### src/rtl/fmul_share_arbiter_if.sv
// Request/response bundle for fmul_share_arbiter: NUM_REQ operand ports sharing
// one result port.
interface fmul_share_arbiter_if #(
  parameter int NUM_REQ    = 4,
  parameter int FLOAT_SIZE = 32,
  parameter int ID_SIZE    = $clog2(NUM_REQ)
);
  logic [NUM_REQ-1:0]            req_valid;
  logic [NUM_REQ*FLOAT_SIZE-1:0] req_a;
  logic [NUM_REQ*FLOAT_SIZE-1:0] req_b;
  logic [NUM_REQ-1:0]            req_ready;
  logic                          resp_valid;
  logic                          resp_ready;
  logic [ID_SIZE-1:0]            resp_id;
  logic [FLOAT_SIZE-1:0]         resp_out;
  logic                          resp_overflow;
  logic                          resp_underflow;
  logic                          resp_inexact;

  modport master (
    output req_valid, req_a, req_b, resp_ready,
    input  req_ready, resp_valid, resp_id, resp_out,
           resp_overflow, resp_underflow, resp_inexact
  );

  modport slave (
    input  req_valid, req_a, req_b, resp_ready,
    output req_ready, resp_valid, resp_id, resp_out,
           resp_overflow, resp_underflow, resp_inexact
  );
endinterface

### src/rtl/fmul_share_arbiter.sv
// One combinational float multiplier shared round-robin among NUM_REQ requesters,
// with a backpressured response port and sticky exception flags.

module float_multiplier #(
  parameter int FLOAT_SIZE    = 32,
  parameter int EXPONENT_SIZE = 8,
  parameter int MANTISSA_SIZE = 23,
  parameter int BIAS          = 127
) (
  input  logic [FLOAT_SIZE-1:0] a,
  input  logic [FLOAT_SIZE-1:0] b,
  output logic [FLOAT_SIZE-1:0] out,
  output logic                  overflow,
  output logic                  underflow,
  output logic                  inexact
);
  localparam int SW = MANTISSA_SIZE + 1;
  localparam int EW = EXPONENT_SIZE + 2;
  localparam logic signed [EW-1:0] BIAS_W  = EW'(BIAS);
  localparam logic signed [EW-1:0] EXP_MAX = EW'((1 << EXPONENT_SIZE) - 1);
  localparam logic signed [EW-1:0] ONE_W   = EW'(1);

  logic                     sign;
  logic [SW-1:0]            sig_a;
  logic [SW-1:0]            sig_b;
  logic [2*SW-1:0]          prod;
  logic [MANTISSA_SIZE-1:0] mant;
  logic signed [EW-1:0]     exp_sum;
  logic signed [EW-1:0]     exp_r;

  always_comb begin
    sign    = a[FLOAT_SIZE-1] ^ b[FLOAT_SIZE-1];
    sig_a   = {1'b1, a[MANTISSA_SIZE-1:0]};
    sig_b   = {1'b1, b[MANTISSA_SIZE-1:0]};
    prod    = {{SW{1'b0}}, sig_a} * {{SW{1'b0}}, sig_b};
    exp_sum = $signed({2'b00, a[FLOAT_SIZE-2 -: EXPONENT_SIZE]})
            + $signed({2'b00, b[FLOAT_SIZE-2 -: EXPONENT_SIZE]})
            - BIAS_W;
    // Product of two 1.x significands lies in [1,4); renormalize by one bit if >= 2.
    if (prod[2*SW-1]) begin
      mant    = prod[2*SW-2 -: MANTISSA_SIZE];
      inexact = |prod[MANTISSA_SIZE:0];
      exp_r   = exp_sum + ONE_W;
    end else begin
      mant    = prod[2*SW-3 -: MANTISSA_SIZE];
      inexact = |prod[MANTISSA_SIZE-1:0];
      exp_r   = exp_sum;
    end
    underflow = exp_r[EW-1] || (exp_r == '0);
    overflow  = !exp_r[EW-1] && (exp_r >= EXP_MAX);
    if (overflow) begin
      out = {sign, {EXPONENT_SIZE{1'b1}}, {MANTISSA_SIZE{1'b0}}};
    end else if (underflow) begin
      out = {sign, {(FLOAT_SIZE-1){1'b0}}};
    end else begin
      out = {sign, exp_r[EXPONENT_SIZE-1:0], mant};
    end
  end
endmodule

// state | meaning
// ------+----------------------------------------------------------
// IDLE  | arbitrate; grant the round-robin winner and latch operands
// CALC  | latched operands through the multiplier; capture the result
// RESP  | hold result on the response port until resp_ready
module fmul_share_arbiter #(
  parameter int FLOAT_SIZE    = 32,
  parameter int EXPONENT_SIZE = 8,
  parameter int MANTISSA_SIZE = 23,
  parameter int BIAS          = 127,
  parameter int NUM_REQ       = 4,
  localparam int ID_SIZE      = $clog2(NUM_REQ)
) (
  input  logic                 clk,
  input  logic                 rst_n,
  fmul_share_arbiter_if.slave  bus,
  input  logic                 clear_flags,
  output logic [2:0]           sticky_flags
);
  typedef enum logic [1:0] {
    ST_IDLE = 2'd0,
    ST_CALC = 2'd1,
    ST_RESP = 2'd2
  } state_t;

  state_t                  state_q, state_d;
  logic [ID_SIZE-1:0]      rr_ptr_q, rr_ptr_d;
  logic [FLOAT_SIZE-1:0]   op_a_q, op_a_d;
  logic [FLOAT_SIZE-1:0]   op_b_q, op_b_d;
  logic [ID_SIZE-1:0]      op_id_q, op_id_d;
  logic [ID_SIZE-1:0]      resp_id_q, resp_id_d;
  logic [FLOAT_SIZE-1:0]   resp_out_q, resp_out_d;
  logic                    resp_ovf_q, resp_ovf_d;
  logic                    resp_unf_q, resp_unf_d;
  logic                    resp_inx_q, resp_inx_d;
  logic [2:0]              sticky_q, sticky_d;

  logic                    win_found;
  logic [ID_SIZE-1:0]      win_id;
  logic [NUM_REQ-1:0]      req_ready_c;
  logic                    resp_hs;
  logic [FLOAT_SIZE-1:0]   mul_out;
  logic                    mul_ovf;
  logic                    mul_unf;
  logic                    mul_inx;

  function automatic logic [ID_SIZE-1:0] scan_idx(input logic [ID_SIZE-1:0] base,
                                                  input int k);
    int s;
    s = int'(base) + k;
    if (s >= NUM_REQ) s = s - NUM_REQ;
    return ID_SIZE'(s);
  endfunction

  float_multiplier #(
    .FLOAT_SIZE    (FLOAT_SIZE),
    .EXPONENT_SIZE (EXPONENT_SIZE),
    .MANTISSA_SIZE (MANTISSA_SIZE),
    .BIAS          (BIAS)
  ) u_mul (
    .a         (op_a_q),
    .b         (op_b_q),
    .out       (mul_out),
    .overflow  (mul_ovf),
    .underflow (mul_unf),
    .inexact   (mul_inx)
  );

  // First valid requester scanning upward from rr_ptr with wrap.
  always_comb begin
    win_found = 1'b0;
    win_id    = '0;
    for (int k = 0; k < NUM_REQ; k++) begin
      if (!win_found && bus.req_valid[scan_idx(rr_ptr_q, k)]) begin
        win_found = 1'b1;
        win_id    = scan_idx(rr_ptr_q, k);
      end
    end
  end

  assign resp_hs = (state_q == ST_RESP) && bus.resp_ready;

  always_comb begin
    state_d     = state_q;
    rr_ptr_d    = rr_ptr_q;
    op_a_d      = op_a_q;
    op_b_d      = op_b_q;
    op_id_d     = op_id_q;
    resp_id_d   = resp_id_q;
    resp_out_d  = resp_out_q;
    resp_ovf_d  = resp_ovf_q;
    resp_unf_d  = resp_unf_q;
    resp_inx_d  = resp_inx_q;
    sticky_d    = sticky_q;
    req_ready_c = '0;
    unique case (state_q)
      ST_IDLE: begin
        if (win_found) begin
          req_ready_c = NUM_REQ'(1) << win_id;
          op_a_d      = bus.req_a[win_id*FLOAT_SIZE +: FLOAT_SIZE];
          op_b_d      = bus.req_b[win_id*FLOAT_SIZE +: FLOAT_SIZE];
          op_id_d     = win_id;
          rr_ptr_d    = (win_id == ID_SIZE'(NUM_REQ-1)) ? '0 : win_id + 1'b1;
          state_d     = ST_CALC;
        end
      end
      ST_CALC: begin
        resp_id_d  = op_id_q;
        resp_out_d = mul_out;
        resp_ovf_d = mul_ovf;
        resp_unf_d = mul_unf;
        resp_inx_d = mul_inx;
        state_d    = ST_RESP;
      end
      ST_RESP: begin
        if (bus.resp_ready) state_d = ST_IDLE;
      end
      default: state_d = ST_IDLE;
    endcase
    // A clear in the same cycle as a handshake drops that response's flags.
    if (clear_flags) begin
      sticky_d = '0;
    end else if (resp_hs) begin
      sticky_d = sticky_q | {resp_ovf_q, resp_unf_q, resp_inx_q};
    end
  end

  always_ff @(posedge clk or negedge rst_n) begin
    if (!rst_n) begin
      state_q    <= ST_IDLE;
      rr_ptr_q   <= '0;
      op_a_q     <= '0;
      op_b_q     <= '0;
      op_id_q    <= '0;
      resp_id_q  <= '0;
      resp_out_q <= '0;
      resp_ovf_q <= 1'b0;
      resp_unf_q <= 1'b0;
      resp_inx_q <= 1'b0;
      sticky_q   <= '0;
    end else begin
      state_q    <= state_d;
      rr_ptr_q   <= rr_ptr_d;
      op_a_q     <= op_a_d;
      op_b_q     <= op_b_d;
      op_id_q    <= op_id_d;
      resp_id_q  <= resp_id_d;
      resp_out_q <= resp_out_d;
      resp_ovf_q <= resp_ovf_d;
      resp_unf_q <= resp_unf_d;
      resp_inx_q <= resp_inx_d;
      sticky_q   <= sticky_d;
    end
  end

  assign bus.req_ready      = rst_n ? req_ready_c : '0;
  assign bus.resp_valid     = (state_q == ST_RESP);
  assign bus.resp_id        = resp_id_q;
  assign bus.resp_out       = resp_out_q;
  assign bus.resp_overflow  = resp_ovf_q;
  assign bus.resp_underflow = resp_unf_q;
  assign bus.resp_inexact   = resp_inx_q;
  assign sticky_flags       = sticky_q;
endmodule

### src/flat_wrapper.sv
// flat-port wrapper written by rule: the top's interface ports become plain ports
module fmul_share_arbiter_flat 
#(
  parameter int FLOAT_SIZE    = 32,
  parameter int EXPONENT_SIZE = 8,
  parameter int MANTISSA_SIZE = 23,
  parameter int BIAS          = 127,
  parameter int NUM_REQ       = 4,
  localparam int ID_SIZE      = $clog2(NUM_REQ)
)
  (clk, rst_n, clear_flags, sticky_flags, bus_req_valid, bus_req_a, bus_req_b, bus_resp_ready, bus_req_ready, bus_resp_valid, bus_resp_id, bus_resp_out, bus_resp_overflow, bus_resp_underflow, bus_resp_inexact);
  fmul_share_arbiter_if #(.NUM_REQ(NUM_REQ), .FLOAT_SIZE(FLOAT_SIZE)) bus_i ();
  input  logic clk;
  input  logic rst_n;
  input  logic clear_flags;
  output logic [2:0] sticky_flags;
  input wire logic [$bits(bus_i.req_valid)-1:0] bus_req_valid;
  input wire logic [$bits(bus_i.req_a)-1:0] bus_req_a;
  input wire logic [$bits(bus_i.req_b)-1:0] bus_req_b;
  input wire logic [$bits(bus_i.resp_ready)-1:0] bus_resp_ready;
  output wire logic [$bits(bus_i.req_ready)-1:0] bus_req_ready;
  output wire logic [$bits(bus_i.resp_valid)-1:0] bus_resp_valid;
  output wire logic [$bits(bus_i.resp_id)-1:0] bus_resp_id;
  output wire logic [$bits(bus_i.resp_out)-1:0] bus_resp_out;
  output wire logic [$bits(bus_i.resp_overflow)-1:0] bus_resp_overflow;
  output wire logic [$bits(bus_i.resp_underflow)-1:0] bus_resp_underflow;
  output wire logic [$bits(bus_i.resp_inexact)-1:0] bus_resp_inexact;
  assign bus_i.req_valid = bus_req_valid;
  assign bus_i.req_a = bus_req_a;
  assign bus_i.req_b = bus_req_b;
  assign bus_i.resp_ready = bus_resp_ready;
  assign bus_req_ready = bus_i.req_ready;
  assign bus_resp_valid = bus_i.resp_valid;
  assign bus_resp_id = bus_i.resp_id;
  assign bus_resp_out = bus_i.resp_out;
  assign bus_resp_overflow = bus_i.resp_overflow;
  assign bus_resp_underflow = bus_i.resp_underflow;
  assign bus_resp_inexact = bus_i.resp_inexact;
  fmul_share_arbiter #(.FLOAT_SIZE(FLOAT_SIZE), .EXPONENT_SIZE(EXPONENT_SIZE), .MANTISSA_SIZE(MANTISSA_SIZE), .BIAS(BIAS), .NUM_REQ(NUM_REQ)) u_core (.clk(clk), .rst_n(rst_n), .bus(bus_i), .clear_flags(clear_flags), .sticky_flags(sticky_flags));
endmodule
### config.mk
export PLATFORM = sky130hd
export DESIGN_NAME = fmul_share_arbiter_flat
export DESIGN_NICKNAME = d
export VERILOG_FILES = /design/src/rtl/fmul_share_arbiter_if.sv /design/src/rtl/fmul_share_arbiter.sv /design/src/flat_wrapper.sv
export SDC_FILE = /design/constraint.sdc
export NUM_CORES = 2
export LEC_CHECK = 0
export CAP_MARGIN = 20
export CORE_UTILIZATION = 60
export DETAILED_ROUTE_END_ITERATION = 8
export HOLD_SLACK_MARGIN = 0.02
export PLACE_DENSITY = 0.94
export SLEW_MARGIN = 15
export SYNTH_ARGS = -nofsm -noshare
export SYNTH_HDL_FRONTEND = slang
export SYNTH_SLANG_ARGS = --single-unit
### constraint.sdc
create_clock -name clk -period 11.9 [get_ports clk]
set_input_delay 1.785 -clock clk [delete_from_list [all_inputs] [get_ports clk]]
set_output_delay 1.785 -clock clk [all_outputs]
set_load 0.005 [all_outputs]
* Yosys cells after proc, flatten, opt, wreduce, memory -nomap -nowiden
Index checks and enable logic that the tools add are counted.
** Word-level totals
- Flip-flop bits (word level) :: 110
- Input bits :: 264
- Output and inout port bits :: 45
- Word-level logic and storage cells :: 93
** Operators by class
- Add/subtract/negate cells :: 11
- Multipliers :: 1
- Magnitude comparators :: 9
- Equality and inequality tests :: 5
- Shift-type cells :: 3
- Mux-type cells :: 34
- Bitwise operators :: 2
- Reductions and logical operators :: 17
** Operators by type and width (number)
- $shiftx A128 B8 Y32 :: 2
- $mux W31 :: 2
- $mul A24 B24 Y48 :: 1
- $reduce_or A24 Y1 :: 1
- $mux W23 :: 1
- $reduce_or A23 Y1 :: 1
- $mux W2 :: 11
- $lt A2 B3 Y1 const B :: 4
- $mux W4 :: 3
- $add A10 B2 Y10 const B :: 1
- $ge A10 B9 Y1 const B :: 1
- $logic_not A10 Y1 :: 1
- $mux W10 :: 1
- $sub A9 B7 Y10 const B :: 1
- $add A8 B8 Y9 :: 1
- $ge A3 B3 Y1 const B :: 3
- $mux W1 :: 9
- $bmux W1 S2 :: 4
- $sub A2 B1 Y2 const B :: 4
- $add A2 B2 Y3 const B :: 2
- $mux W3 :: 2
- $pmux W2 S3 :: 1
- $logic_and A1 B1 Y1 :: 5
- $eq A2 B2 Y1 const B :: 2
- 14 further kinds :: 18

* Longest topological paths before layout
- Depth after elaboration :: 18
- Gate-level depth with buffers :: 31
- Gate-level depth less buffers :: 27

* Cells and area by module
From an unflattened synthesis, not the netlist that was laid out.
** Second synthesis, totals
- Cells, all modules :: 2894
- Area total of the unflattened synthesis :: 26320.2 um2
** By module, submodules not included
- float_multiplier :: times used 1, cells each 2406, area an instance 20543.5 um2, seq. area each 0.0 um2
- fmul_share_arbiter :: times used 1, cells each 488, area an instance 5776.8 um2, seq. area each 2752.6 um2

* Least setup slack after synthesis
No wires, ideal clock.
- Kind :: flip-flop to flip-flop
- Start :: register u_core.op_a_q[13]
- End :: register u_core.resp_out_q[25] (netlist: u_core.bus.resp_out[25])
- Library setup time :: 0.144 ns
- Arrival :: 7.267 ns
- Data required time :: 11.756 ns
- Setup slack :: 4.489 ns
- Cell stages (with the launch flop) :: 30
- Path buffers :: 2
- Clock period less this slack :: 7.411 ns
- Cell sequence :: dfrtp_1 clkbuf_1 nand2_1 fa_1 inv_1 fa_1 inv_1 fa_1 inv_1 fa_1 inv_1 fa_1 inv_1 fa_1 inv_1 fa_1 inv_1 ha_1 buf_2 a21oi_1 o21ai_0 a221oi_2 nand4b_1 o21ai_4 xnor2_2 or3_1 a2111oi_2 o21bai_1 o21ai_4 o311ai_1
** Between the ends
- Word-level cells in the longest chain between the ends :: 6
- Elaborated cells between the ends (all ways) :: 9
- Classes of those cells :: mul (1); order compare (1); mux (3); reduce/logical (4)
** RTL lines
- start, declared :: line fmul_share_arbiter.sv:88 : logic [FLOAT_SIZE-1:0] op_a_q, op_a_d;
- start signal, assigned :: line fmul_share_arbiter.sv:204 : op_a_q <= op_a_d;
- $mul A24 B24 Y48 (*) :: line fmul_share_arbiter.sv:35 : prod = {{SW{1'b0}}, sig_a} * {{SW{1'b0}}, sig_b};
- $mux W10 (*) :: line fmul_share_arbiter.sv:40 : if (prod[2*SW-1]) begin
- branches (longest 3 deep; another with $ge A10 B9 Y1)
- $mux W31 (*) :: line fmul_share_arbiter.sv:51 : if (overflow) begin
- end signal, assigned :: line fmul_share_arbiter.sv:208 : resp_out_q <= resp_out_d;
- end, declared :: line fmul_share_arbiter.sv:92 : logic [FLOAT_SIZE-1:0] resp_out_q, resp_out_d;
Every way passes the cells marked *.
A chain may end at the register's enable or synchronous reset.

* Final worst setup path
- Start :: register u_core.op_b_q[8]
- End :: register u_core.resp_out_q[0] (netlist: u_core.bus.resp_out[0])
** Between the ends
- Word-level cells in the longest chain between the ends :: 6
- Elaborated cells between the ends (all ways) :: 10
- Classes of those cells :: mul (1); order compare (1); mux (4); reduce/logical (4)
** RTL lines
- start, declared :: line fmul_share_arbiter.sv:89 : logic [FLOAT_SIZE-1:0] op_b_q, op_b_d;
- start signal, assigned :: line fmul_share_arbiter.sv:205 : op_b_q <= op_b_d;
- $mul A24 B24 Y48 (*) :: line fmul_share_arbiter.sv:35
- branches (longest 4 deep; another with $ge A10 B9 Y1)
- $mux W31 (*) :: line fmul_share_arbiter.sv:51
Marks and branches as above.

==> flow_summary.json <==
{
  "status": "complete, no violations",
  "netlist_area_um2": 25860,
  "finalWeightedCongestion": 0.9971,
  "dp_slack_ns": 2.767,
  "worst_slack_ns": 2.541,
  "hpwl_um": 62440,
  "cp_slowest_cell": "dfrtp_1",
  "worst-path-buf-inv": 8,
  "hold_path.class": "reg -> reg",
  "initial_utilization_pct": 61.24,
  "ys_async_sr_fraction_pct": 100.0,
  "maxClockFrequency_mhz": 106.8,
  "wl_met3_um": 7614,
  "relSlewSlack_pct": 17.04,
  "synth-warning-count": 0,
  "crit_top_cell": "fa_1",
  "worstPathRequired_ns": 12.15,
  "yosysUniqueCellTypes": 61,
  "final.setup_skew_ns": 0.02652,
  "num_rows": 75,
  "top_layer_used": "met4",
  "remaining_drc_errors": 0,
  "drv_slew": 0,
  "portBuffers": 308,
  "synth_top_family_by_area": "adder cells",
  "die_h_um": 209.6,
  "grt_pass1_wl_um": 127000,
  "netlist_instances": 3166,
  "wire_per_inst_um": 20.54,
  "cts_root_buffer": "clkbuf_16",
  "worstMarginPinSlew_ns": 1.244,
  "ant_nets": 0,
  "ctsHoldBuffers": 0,
  "ctsResizeCount": 0,
  "cts_setup_buffers": 0,
  "final_common_cell": "nand2_1",
  "synth-simple-area-share_pct": 20.43,
  "place_area_um2": 29150,
  "met1_length_um": 26250,
  "period_needed_ns": 9.359,
  "grt_max_degree": 97,
  "whs_ns": 0.4746,
  "synth_xor_area_share_pct": 1.790,
  "dr.first_iter.drc_count": 2003,
  "crit_type": "reg -> reg",
  "critPathTopFamily": "adder cells",
  "wl_um": 79700,
  "cp-start-kind": "flop",
  "synth-edff-count": 0,
  "grt.total_usage_pct": 37.63,
  "core_area_um2": 42230,
  "cts_sinks": 110,
  "ios": 309,
  "wl_met2_um": 39020,
  "cts_made_buffers": 9,
  "grt_pass1_vias": 25020,
  "end_kind": "flop",
  "fp.dieW_um": 209.6,
  "dieArea_um2": 43940,
  "setup_viol": 0,
  "yosys_most_used_dff": "dfrtp_1",
  "fin_area_um2": 29480,
  "rsz0062_at_grt": "false",
  "synth_compound_area_share_pct": 8.273,
  "viasPerCell": 5.914,
  "vias": 22950,
  "slowest_delay_ns": 0.85,
  "syn_nets": 4106,
  "htree_levels": 3,
  "synth_fa_ha_area_share_pct": 46.77,
  "antenna_found_initial": 3,
  "crit_arrival_ns": 9.61,
  "syn2layout_area_growth_pct": 13.99,
  "cts_tree": "done",
  "worstSkewPairLatency_ns": 0.40,
  "tns_ns": 0,
  "yosysSeqAreaShare_pct": 10.64,
  "timing_hold_violations_final": 0,
  "drive_gt1_share_pct": 1.767,
  "synthMuxAreaShare_pct": 0.9676,
  "drtPass1Iterations": 8,
  "layout_common_cells": "nand2_1 (734), inv_1 (582), fa_1 (483)",
  "fin_nets": 4274,
  "cts.clk_slew.worst_paths_ns": 0.10,
  "min_period_over_period_pct": 78.65,
  "crit_fanout": 34,
  "synth_seq_cells": 110,
  "postSynthAreaPerCell_um2": 8.168,
  "clockBufferDepth": 2,
  "grt_overflow": 0,
  "drv_cap": 0
}
## logic make-up after synthesis
| group | after synthesis |
|---|---|
| XOR/XNOR | 52 |
| buffers and inverters | 762 |
| adder cells (fa/ha/maj) | 677 |
| AO/OA/AOI/OAI | 350 |
| AND/OR/NAND/NOR | 1190 |
| multiplexers | 25 |
| flip-flops | 110 |
## cell usage after synthesis (3+ instances only)
library cell	n	area, um2
o2111ai_1	3	26.28
and3_1	10	62.56
xnor2_1	30	262.8
o221ai_1	5	43.79
and2_1	218	1364
o21ai_1	24	120.1
buf_1	4	15.01
ha_1	193	2415
nor4_1	6	37.54
a21o_1	20	150.1
a31oi_1	6	37.54
buf_2	7	35.03
or2_2	3	18.77
a21oi_1	53	265.3
nor2_1	83	311.6
nand3_1	78	390.4
o22ai_1	4	25.02
mux2i_1	25	250.2
o21a_1	8	60.06
clkbuf_1	160	600.6
a211oi_1	9	67.56
dfrtp_1	110	2753
o21ai_0	144	720.7
o31ai_1	9	67.56
xor2_1	21	183.9
inv_1	583	2188
o21bai_1	13	97.59
or3_1	6	37.54
nand2_1	734	2755
nand2b_1	8	50.05
nand4_1	15	93.84
o211ai_1	31	232.7
fa_1	483	9669
nor3_1	23	115.1
clkinv_1	5	18.77
## worst reg2reg max path, delay by kind of cell, from the launching register on
kind,cells,cell delay [ns]
flops,1,0.85
compound gates,7,1.71
buf+inv,8,1.36
fa+ha+maj,8,3.91
simple gates,4,1.33
xor+xnor,1,0.09
## area by class of cell
class | instances | area, um2
diodes | 3 | 7.507
flip-flops and latches | 110 | 2753
inverters | 588 | 2210
clock buffers | 10 | 239.0
well taps | 539 | 674.4
fillers | 3005 | 12750
repair buffers | 331 | 3253
multi-input cells | 2294 | 20260
clock inverters | 6 | 78.83
## path summary, 6_finish.rpt
path | start | depth (start not counted) | to | slack [ns]
setup reg to reg | u_core.op_b_q[8] | 28 | u_core.bus.resp_out[0] | 2.54
max in group asynchronous | rst_n | 2 | u_core.op_b_q[1] | 9.17
hold reg to reg | u_core.op_id_q[0] | 2 | u_core.bus.resp_id[0] | 0.47
min in group asynchronous | rst_n | 1 | u_core.rr_ptr_q[1] | 1.45
hold / removal | u_core.op_id_q[0] | 2 | u_core.bus.resp_id[0] | 0.47
setup / recovery | u_core.op_b_q[8] | 28 | u_core.bus.resp_out[0] | 2.54
## state kept, by name, summed over array words and instances (netlist names)
register and cells:
u_core.sticky_flags 3, u_core.op_b_q 32, u_core.bus.resp_out 32, u_core.op_a_q 32
u_core.bus.resp_inexact 1, u_core.state_q 2, u_core.op_id_q 2, u_core.bus.resp_overflow 1
u_core.bus.resp_id 2, u_core.bus.resp_underflow 1, u_core.rr_ptr_q 2
## layer usage
| layer | GRT usage, % | vias up |
|---|---|---|
| met3 | 6.808 | 443 |
| met4 | 29.42 | 0 |
| met5 | 0 | - |
| met2 | 63.74 | 1507 |
| met1 | 42.13 | 11050 |
| li1 | - | 9949 |
## stage by stage
stage	util (%)	std cells
after floorplan	-	3166
after global routing	69.81	3881
after global placement	69.04	3862
final	69.81	3881
after detailed placement	69.04	3862
after CTS	69.79	3878
Power is not shown: default switching activity piles up to over one toggle a cycle in this logic, so the estimate is an artifact.
